--- config.mk ---
export PLATFORM = sky130hd
export DESIGN_NAME = if_fetch_unit
export DESIGN_NICKNAME = d
export VERILOG_FILES = /design/src/rtl/if_fetch_unit.sv
export SDC_FILE = /design/constraint.sdc
export NUM_CORES = 1
export LEC_CHECK = 0
export BUFFER_PORTS_ARGS = -buffer_cell sky130_fd_sc_hd__buf_2
export CAP_MARGIN = 40
export CORE_AREA = 8 8 150 152
export CTS_BUF_LIST = sky130_fd_sc_hd__clkbuf_8
export DETAILED_ROUTE_END_ITERATION = 10
export DIE_AREA = 0 0 158 160
export GPL_TIMING_DRIVEN = 1
export PLACE_DENSITY = 0.74
export SYNTH_ARGS = -nofsm -noshare
export SYNTH_HDL_FRONTEND = slang
export SYNTH_SLANG_ARGS = --single-unit
--- constraint.sdc ---
create_clock -name clk_i -period 8.45 [get_ports clk_i]
set_clock_uncertainty 0.05 [all_clocks]
set_input_delay 0.4225 -clock clk_i [delete_from_list [all_inputs] [get_ports clk_i]]
set_output_delay 0.4225 -clock clk_i [all_outputs]
set_load 0.02 [all_outputs]
--- src/rtl/if_fetch_unit.sv ---
// ============================================================================
// if_fetch_unit -- instruction fetch (IF) stage of the tiny5 pipeline
//
// Owns the fetch PC and issues in-order word fetches to instruction memory.
// Returned words are buffered in a small queue and handed to ID as
// {pc, instr} over a valid/ready handshake. A redirect flushes the queue,
// marks every in-flight response as stale and restarts fetch at the target.
//
// Parameters
//   RESET_PC     first fetch address after reset
//   QUEUE_DEPTH  queue entries (power of 2, >= 2); also the outstanding-request limit
//
// Ports
//   clk_i             clock
//   reset_i           synchronous active-high reset
//   redirect_i        flush and restart at redirect_pc_i
//   redirect_pc_i     new PC, bits [1:0] ignored
//   imem_req_valid_o  fetch request valid
//   imem_req_ready_i  imem accepts the request
//   imem_req_addr_o   word-aligned fetch address
//   imem_rsp_valid_i  in-order response valid (always accepted)
//   imem_rsp_data_i   fetched instruction word
//   out_valid_o       if_id_o holds a valid entry
//   out_ready_i       ID consumes the entry
//   if_id_o           {pc[63:32], instr[31:0]} (pipeline_if_id_reg_t layout)
//
// Optional feature: define FETCH_STATS_EN to add
//   stat_fetched_o    entries popped to ID (wraps at 2^32)
//   stat_dropped_o    discarded responses plus entries flushed by redirect
// ============================================================================
module if_fetch_unit #(
    parameter logic [31:0] RESET_PC    = 32'h0000_0000,
    parameter int          QUEUE_DEPTH = 2
) (
    input  logic        clk_i,
    input  logic        reset_i,
    input  logic        redirect_i,
    input  logic [31:0] redirect_pc_i,
    output logic        imem_req_valid_o,
    input  logic        imem_req_ready_i,
    output logic [31:0] imem_req_addr_o,
    input  logic        imem_rsp_valid_i,
    input  logic [31:0] imem_rsp_data_i,
    output logic        out_valid_o,
    input  logic        out_ready_i,
    output logic [63:0] if_id_o
`ifdef FETCH_STATS_EN
    ,
    output logic [31:0] stat_fetched_o,
    output logic [31:0] stat_dropped_o
`endif
);

    localparam int AW = $clog2(QUEUE_DEPTH);
    localparam int CW = AW + 1;
    localparam logic [CW:0] LP_DEPTH = (CW+1)'(QUEUE_DEPTH);

    typedef enum logic {
        ST_RUN   = 1'b0,
        ST_DRAIN = 1'b1
    } state_t;

    state_t          r_state;
    state_t          w_state_nxt;
    logic [31:0]     r_fetch_pc;
    logic [31:0]     r_rsp_pc;
    logic [63:0]     r_q_mem [QUEUE_DEPTH];
    logic [AW-1:0]   r_rd_ptr;
    logic [AW-1:0]   r_wr_ptr;
    logic [CW-1:0]   r_q_count;
    logic [CW-1:0]   r_outstanding;
    logic [CW-1:0]   r_drop_cnt;
    logic [CW-1:0]   w_drop_cnt_nxt;
    logic [CW-1:0]   w_outstanding_nxt;
    logic [CW:0]     w_credit_sum;
    logic            w_req_valid;
    logic            w_req_fire;
    logic            w_rsp_drop;
    logic            w_push;
    logic            w_out_valid;
    logic            w_pop;
    logic [31:0]     w_redirect_pc;

    // Request credit: in-flight plus buffered never exceeds the queue size,
    // so every response is guaranteed a slot. The sum cannot grow without a
    // handshake, so a raised request stays raised until accepted or redirected.
    assign w_credit_sum  = {1'b0, r_outstanding} + {1'b0, r_q_count};
    assign w_req_valid   = !reset_i && !redirect_i && (w_credit_sum < LP_DEPTH);
    assign w_req_fire    = w_req_valid && imem_req_ready_i;
    // A response is stale while draining, and any response arriving with a redirect is stale too.
    assign w_rsp_drop    = imem_rsp_valid_i && ((r_state == ST_DRAIN) || redirect_i);
    assign w_push        = imem_rsp_valid_i && (r_state == ST_RUN) && !redirect_i;
    assign w_out_valid   = !reset_i && !redirect_i && (r_q_count != {CW{1'b0}});
    assign w_pop         = w_out_valid && out_ready_i;
    assign w_redirect_pc = {redirect_pc_i[31:2], 2'b00};

    assign imem_req_valid_o = w_req_valid;
    assign imem_req_addr_o  = reset_i ? 32'h0000_0000 : r_fetch_pc;
    assign out_valid_o      = w_out_valid;
    assign if_id_o          = (reset_i || (r_q_count == {CW{1'b0}})) ? 64'h0 : r_q_mem[r_rd_ptr];

    // Outstanding counter and drop counter next values, plus RUN/DRAIN next state.
    always_comb begin
        w_outstanding_nxt = r_outstanding;
        w_drop_cnt_nxt    = r_drop_cnt;
        w_state_nxt       = r_state;
        case ({w_req_fire, imem_rsp_valid_i})
            2'b10:   w_outstanding_nxt = r_outstanding + CW'(1);
            2'b01:   w_outstanding_nxt = r_outstanding - CW'(1);
            default: w_outstanding_nxt = r_outstanding;
        endcase
        // On redirect every request still in flight after this cycle belongs to
        // the old stream. This equals the not-yet-doomed requests minus a kept
        // response arriving now, plus the already-doomed ones (less one if a
        // stale response arrives now), i.e. outstanding minus any response at R.
        if (redirect_i) begin
            w_drop_cnt_nxt = r_outstanding - CW'(imem_rsp_valid_i);
        end else if (w_rsp_drop) begin
            w_drop_cnt_nxt = r_drop_cnt - CW'(1);
        end else begin
            w_drop_cnt_nxt = r_drop_cnt;
        end
        case (r_state)
            ST_RUN: begin
                if (w_drop_cnt_nxt != {CW{1'b0}}) w_state_nxt = ST_DRAIN;
                else                               w_state_nxt = ST_RUN;
            end
            ST_DRAIN: begin
                if (w_drop_cnt_nxt == {CW{1'b0}}) w_state_nxt = ST_RUN;
                else                               w_state_nxt = ST_DRAIN;
            end
            default: w_state_nxt = ST_RUN;
        endcase
    end

    // FSM state, counters and PCs.
    always_ff @(posedge clk_i) begin
        if (reset_i) begin
            r_state       <= ST_RUN;
            r_fetch_pc    <= RESET_PC;
            r_rsp_pc      <= RESET_PC;
            r_outstanding <= {CW{1'b0}};
            r_drop_cnt    <= {CW{1'b0}};
        end else begin
            r_state       <= w_state_nxt;
            r_outstanding <= w_outstanding_nxt;
            r_drop_cnt    <= w_drop_cnt_nxt;
            if (redirect_i) begin
                r_fetch_pc <= w_redirect_pc;
                r_rsp_pc   <= w_redirect_pc;
            end else begin
                if (w_req_fire) r_fetch_pc <= r_fetch_pc + 32'd4;
                if (w_push)     r_rsp_pc   <= r_rsp_pc + 32'd4;
            end
        end
    end

    // Instruction queue: circular buffer, cleared by redirect.
    always_ff @(posedge clk_i) begin
        if (reset_i) begin
            r_rd_ptr  <= {AW{1'b0}};
            r_wr_ptr  <= {AW{1'b0}};
            r_q_count <= {CW{1'b0}};
            for (int i = 0; i < QUEUE_DEPTH; i++) r_q_mem[i] <= 64'h0;
        end else if (redirect_i) begin
            r_rd_ptr  <= {AW{1'b0}};
            r_wr_ptr  <= {AW{1'b0}};
            r_q_count <= {CW{1'b0}};
        end else begin
            if (w_push) begin
                r_q_mem[r_wr_ptr] <= {r_rsp_pc, imem_rsp_data_i};
                r_wr_ptr          <= r_wr_ptr + AW'(1);
            end
            if (w_pop) r_rd_ptr <= r_rd_ptr + AW'(1);
            case ({w_push, w_pop})
                2'b10:   r_q_count <= r_q_count + CW'(1);
                2'b01:   r_q_count <= r_q_count - CW'(1);
                default: r_q_count <= r_q_count;
            endcase
        end
    end

`ifdef FETCH_STATS_EN
    logic [31:0] r_stat_fetched;
    logic [31:0] r_stat_dropped;

    // Fetch statistics: pops to ID, and stale responses plus flushed entries.
    always_ff @(posedge clk_i) begin
        if (reset_i) begin
            r_stat_fetched <= 32'h0;
            r_stat_dropped <= 32'h0;
        end else begin
            r_stat_fetched <= r_stat_fetched + 32'(w_pop);
            r_stat_dropped <= r_stat_dropped + 32'(w_rsp_drop)
                              + (redirect_i ? 32'(r_q_count) : 32'h0);
        end
    end

    assign stat_fetched_o = reset_i ? 32'h0 : r_stat_fetched;
    assign stat_dropped_o = reset_i ? 32'h0 : r_stat_dropped;
`endif

endmodule

==> results.json, run 1 <==
{
  "status": "finished clean",
  "antenna_cells": 0,
  "instances_no_fill": 1356,
  "ctsResizeCount": 0,
  "grt_pass1_wl_um": 37030,
  "ant_nets": 0,
  "yosysUniqueCellTypes": 67,
  "cp.arrival_ps": 3490,
  "synth_area_leaders": "edfxtp_1, dfxtp_1, and2_1",
  "start_util_pct": 49.01,
  "drtIter0Drc": 521,
  "muxShareOfSynthArea_pct": 6.434,
  "grt_max_degree": 67,
  "rows": 52,
  "cts_buffers": 17,
  "whs_ps": 199.8,
  "dpl.hpwl_um": 15800,
  "dpl_worst_slack_ps": 4973,
  "ir_drop_mv": 0.1124,
  "crit_path_end_kind": "flip-flop",
  "postLayoutSetupSlackWorst_ps": 5283,
  "finalSetupTns_ps": 0,
  "via_per_inst": 5.518,
  "postSynthAreaPerCell_um2": 10.36,
  "synth-edff-count": 124,
  "gr-total-overflow": 0,
  "setup_viol": 0,
  "avgRoutedWirePerCell_um": 17.46,
  "cts_setup_buffers": 0,
  "maxCapViolations": 0,
  "fillers": 1802,
  "gp_congestion": 0.8842,
  "powerDensity_nw_per_um2": 170.2,
  "synth.cell_area_um2": 9821,
  "wirelength_um": 23680,
  "drc_errors": 0,
  "ios": 168,
  "dp_cells": 1324,
  "grt_pass1_vias": 7109,
  "cp-start-kind": "flip-flop",
  "clk_pin_slew_ps": 100,
  "required_ps": 8780,
  "synth_top_area_share_pct": 37.92,
  "io_buffers": 161,
  "synth_commonest_cells": "and2_1, edfxtp_1, nor2_1, dfxtp_1, mux2i_1",
  "ff_latch_area_um2": 5129,
  "cts_tree": "done",
  "p_leak_nw": 4.195,
  "die_h_um": 160,
  "rsz0062_at_grt": "no",
  "ctsHoldBuffers": 0,
  "synth_top_flop_cell": "edfxtp_1",
  "cts_buffer_depth": 2,
  "multi_input_area_um2": 4393,
  "ys_async_sr_fraction_pct": 0,
  "place_area_um2": 10830,
  "syn_to_final_growth_pct": 14.19,
  "nets": 1149,
  "layout_min_cycle_time_ps": 3167,
  "synth_seq_cells": 194,
  "crit_family": "simple AND/OR/NAND/NOR gates",
  "root_buffer": "clkbuf_8",
  "cts.sinks": 194,
  "synth_top_family_by_area": "simple AND/OR/NAND/NOR gates",
  "vias": 7482,
  "synth_xor_area_share_pct": 2.140,
  "finalMaxSlewViolations": 0,
  "drt_first_pass_iters": 5,
  "critPathBufInv": 1,
  "grt_antenna_before_repair": 0,
  "core_um2": 20040,
  "worstSetupPathType": "flip-flop to flip-flop",
  "grt_usage_pct": 18.40,
  "slowest_stage": "or3b_1",
  "max_freq_mhz": 315.7,
  "max_stage_delay_ps": 620,
  "worst_pin_slew_ps": 902.3,
  "clock_latency_ps": 460,
  "synth_compound_gate_area_share_pct": 9.492,
  "yosys_warnings": 0,
  "synth_simple_gate_area_share_pct": 25.34,
  "crit_path_max_fanout": 11,
  "synthAdderAreaFrac_pct": 0.8409,
  "stdcell_area_um2": 11210,
  "hold_viol_final": 0,
  "htree_levels": 4,
  "die_x_um": 158,
  "slew_headroom_pct": 39.29,
  "synth_area_leader_cell": "edfxtp_1",
  "path_cells": "and2_1 -> fa_1 -> or3b_1 -> nor2_4 -> inv_1 -> ha_1 -> or3_1 -> a21oi_1",
  "min_path_type": "primary input to flip-flop",
  "syn_inst": 948,
  "die-area_um2": 25280,
  "period_share_pct": 37.48,
  "yosysSeqAreaShare_pct": 52.18,
  "drive_gt1_share_pct": 20.35
}
==> logic make-up (layout without fill, tap and decap cells) <==
| kind of cell | Yosys count | in the layout |
|---|---|---|
| buffers and inverters | 84 | 219 |
| DFF | 194 | 194 |
| muxes | 63 | 63 |
| AOI/OAI and AO/OA | 130 | 130 |
| adders and majority gates | 6 | 6 |
| and+or+nand+nor | 446 | 446 |
| xor gates and xnor gates | 24 | 24 |
| other | 1 | 4 |
==> registers in the layout, indices dropped and copies added, names as in the netlist, named ones only <==
register and flops:
r_q_mem 124, r_fetch_pc 30, r_rsp_pc 30, r_drop_cnt 2, r_outstanding 2, r_q_count 2, r_rd_ptr 1, r_state 1
r_wr_ptr 1
==> cell type report <==
type	instances	share of cell area, %
flip-flops and latches	194	45.73
multi-input cells	673	39.17
well taps	270	3.012
inverters	14	0.4686
clock inverters	15	1.361
repair buffers	173	8.167
clock buffers	17	2.086
==> per-stage QoR <==
step                total power (W)  utilization [%]
floorplan                  0.001259                -
global placement           0.001325            53.90
detailed placement         0.001331            54.03
CTS                        0.001920            55.96
global route               0.001980            55.96
finish                     0.001908            55.96
==> power by group <==
part           internal, W  switching [W]
clock             0.000265       0.000332
sequential         0.00106      0.0000450
combinational    0.0000778       0.000125
==> placed cells by master (no fill, tap or decap), drive strengths merged, types with 12 or more instances in the layout <==
master / synthesis / routed
buf: 20 / 173
and2: 125 / 125
edfxtp: 124 / 124
nor2: 99 / 99
dfxtp: 70 / 70
mux2i: 62 / 62
nand2: 41 / 41
nor2b: 33 / 33
nor3: 28 / 28
o21ai: 24 / 24
nand3: 23 / 23
nor4: 23 / 23
nand4: 23 / 23
inv: 13 / 19
clkbuf: 50 / 17
and4: 16 / 16
xnor2: 13 / 13
a21boi: 12 / 12
==> worst paths after layout <==
check,startpoint,to,slack (ps),cells after the start
setup / recovery,r_q_count[0]$_SDFFE_PP0P_,r_outstanding[1]$_SDFFE_PP0P_,5280,8
hold / removal,imem_rsp_data_i[27],r_q_mem[0][27]$_SDFFCE_PN0P_,200,2
setup reg to reg,r_q_count[0]$_SDFFE_PP0P_,r_outstanding[1]$_SDFFE_PP0P_,5280,8
hold reg to reg,r_fetch_pc[22]$_SDFFE_PP0P_,r_fetch_pc[22]$_SDFFE_PP0P_,480,2
==> per-layer routing <==
| metal | up-vias | GRT usage, % | share of wire, % |
|---|---|---|---|
| met5 | - | 0 | 0 |
| met4 | 0 | 5.446 | 1.5 |
| met3 | 23 | 4.372 | 8.1 |
| met2 | 271 | 28.25 | 44 |
| met1 | 3515 | 25.30 | 46 |
| li1 | 3673 | - | - |
==> worst register-to-register path: stages, from the launching register on <==
cell	delay, ps
dfxtp_1	470
and2_1	180
fa_1	460
or3b_1	620
nor2_4	290
inv_1	180
ha_1	350
or3_1	360
a21oi_1	150
No activity file was read; power rests on OpenSTA's default activity.
==> inputs of run 2 (changes only) <==
clock period = 3.1 ns   (was 8.45 ns; I/O delays follow)
==> results.json, run 2 (synthesized netlist as in run 1, its figures left out) <==
{
  "status": "finished clean",
  "worstSetupPathType": "flip-flop to flip-flop",
  "cp-startpoint": "r_outstanding[0]$_SDFFE_PP0P_",
  "rr_worst_depth": 8,
  "crit_path_max_fanout": 8,
  "ant_nets": 0,
  "drtIter0Drc": 584,
  "antenna_cells": 0,
  "path_cells": "and2_1 -> fa_1 -> or3b_1 -> nor2_4 -> inv_1 -> ha_1 -> or3_1 -> a21oi_1",
  "period_share_pct": 90.53,
  "regMostFlops": "r_q_mem",
  "grt_pass1_wl_um": 40160,
  "ctsResizeCount": 0,
  "cts_tree": "done",
  "root_buffer": "clkbuf_8",
  "place_area_um2": 10880,
  "maxCapViolations": 0,
  "setup_viol": 0,
  "dpl.hpwl_um": 16550,
  "drive_gt1_share_pct": 20.19,
  "critPathBufInv": 1,
  "powerDensity_nw_per_um2": 471.9,
  "cts_buffer_depth": 2,
  "clock_latency_ps": 460,
  "reg_top3": "r_q_mem (124), r_fetch_pc (30), r_rsp_pc (30)",
  "max_stage_delay_ps": 490,
  "nets": 1197,
  "cts.sinks": 194,
  "min_path_type": "primary input to flip-flop",
  "ios": 168,
  "finalSetupTns_ps": 0,
  "worst_pin_slew_ps": 860.1,
  "mostFrequentLayoutCell": "buf_2",
  "cp.arrival_ps": 3150,
  "cp.depth": 8,
  "clk_pin_slew_ps": 100,
  "grt_usage_pct": 19.73,
  "die_h_um": 160,
  "finalMaxSlewViolations": 0,
  "fillers": 1690,
  "final_cell_mix": "buf_2, and2_1, edfxtp_1",
  "grt_pass1_vias": 7933,
  "layout_min_cycle_time_ps": 2806,
  "rows": 52,
  "io_buffers": 161,
  "crit_path_end_kind": "flip-flop",
  "r2r_slack_ps": 290,
  "max_freq_mhz": 356.3,
  "grt_antenna_before_repair": 0,
  "crit_family": "simple AND/OR/NAND/NOR gates",
  "p_leak_nw": 4.447,
  "cts_buffers": 17,
  "start_util_pct": 49.01,
  "vias": 7762,
  "ctsHoldBuffers": 41,
  "avgRoutedWirePerCell_um": 17.83,
  "gp_congestion": 0.8847,
  "critPathCapture": "r_outstanding[1]$_SDFFE_PP0P_",
  "slowest_stage": "fa_1",
  "reg2reg_from": "r_outstanding[0]$_SDFFE_PP0P_",
  "die_x_um": 158,
  "reg2reg_to": "r_outstanding[1]$_SDFFE_PP0P_",
  "cts_setup_buffers": 0,
  "hold_viol_final": 0,
  "rsz0062_at_grt": "no",
  "die-area_um2": 25280,
  "wirelength_um": 25030,
  "largest_reg_flops": 124,
  "stdcell_area_um2": 11770,
  "ir_drop_mv": 0.2634,
  "cp-start-kind": "flip-flop",
  "via_per_inst": 5.528,
  "grt_max_degree": 67,
  "core_um2": 20040,
  "gr-total-overflow": 0,
  "slew_headroom_pct": 42.51,
  "syn_to_final_growth_pct": 19.86,
  "required_ps": 3450,
  "drc_errors": 0,
  "htree_levels": 4,
  "drt_first_pass_iters": 5
}
==> run 2: changes by cell type in the layout (fill, tap and decap cells not counted), moves of 2 or more <==
cell and change:
clkinvlp_4 -2, bufinv_16 +3, inv_8 +2, buf_12 +2, dlygate4sd3_1 +41, clkinv_2 -3
clkinv_4 +3, buf_4 +5
==> run 2: worst min path at each step <==
| stage | to | start | slack (ps) | cells after the start |
|---|---|---|---|---|
| final | r_fetch_pc[16]$_SDFFE_PP0P_ | redirect_pc_i[16] | 40 | 3 |
| after global routing | r_fetch_pc[6]$_SDFFE_PP0P_ | redirect_pc_i[6] | 40 | 3 |
| after CTS | r_fetch_pc[16]$_SDFFE_PP0P_ | redirect_pc_i[16] | 8 | 3 |
| after detailed placement | r_q_mem[1][9]$_SDFFCE_PN0P_ | imem_rsp_data_i[9] | 400 | 2 |
| after global placement | r_q_mem[0][21]$_SDFFCE_PN0P_ | imem_rsp_data_i[21] | 390 | 2 |
| after floorplan | r_fetch_pc[9]$_SDFFE_PP0P_ | redirect_pc_i[9] | 260 | 2 |
==> run 2: stage by stage <==
stage / setup slack [ps] / hold slack, ps / util [%] / instances / power [W]
after floorplan: 491.6 / 263.9 / - / 951 / 0.003429
final: 293.5 / 39.10 / 58.74 / 1404 / 0.005554
after global placement: 369.0 / 390.3 / 54.28 / 1330 / 0.003625
after CTS: 280.9 / 7.899 / 58.72 / 1403 / 0.005583
after global routing: 85.67 / 37.81 / 58.74 / 1404 / 0.005757
after detailed placement: 309.8 / 396.2 / 54.28 / 1330 / 0.003639
==> run 2: layer usage <==
metal	GRT usage, %	vias up	wire length, µm
met3	3.590	26	1780
li1	-	3777	-
met1	25.59	3695	11200
met4	5.918	0	364
met5	0	-	0
met2	32.82	264	11690
==> run 2: layout make-up <==
class	count	area [µm²]	area share, %
sequential	194	5129	43.57
multi-input combinational	673	4393	37.32
timing repair buffer	221	1381	11.73
tap	270	337.8	2.870
clock inverter	15	244.0	2.073
clock buffer	17	234.0	1.988
inverter	14	52.55	0.4464
==> run 2: where the power goes <==
| part | total [W] | switching, W | internal, W | leakage, nW |
|---|---|---|---|---|
| Combinational | 0.000607 | 0.000354 | 0.000253 | 2.34 |
| Clock | 0.00192 | 0.000936 | 0.000988 | 0.237 |
| Sequential | 0.00302 | 0.000125 | 0.00290 | 1.87 |
| Total | 0.00555 | 0.00142 | 0.00414 | 4.45 |
==> run 2: tightest hold or removal path, delay by kind of cell <==
kind	cells	cell delay, ps
AOI/OAI and AO/OA	2	290
buffers and inverters	1	70
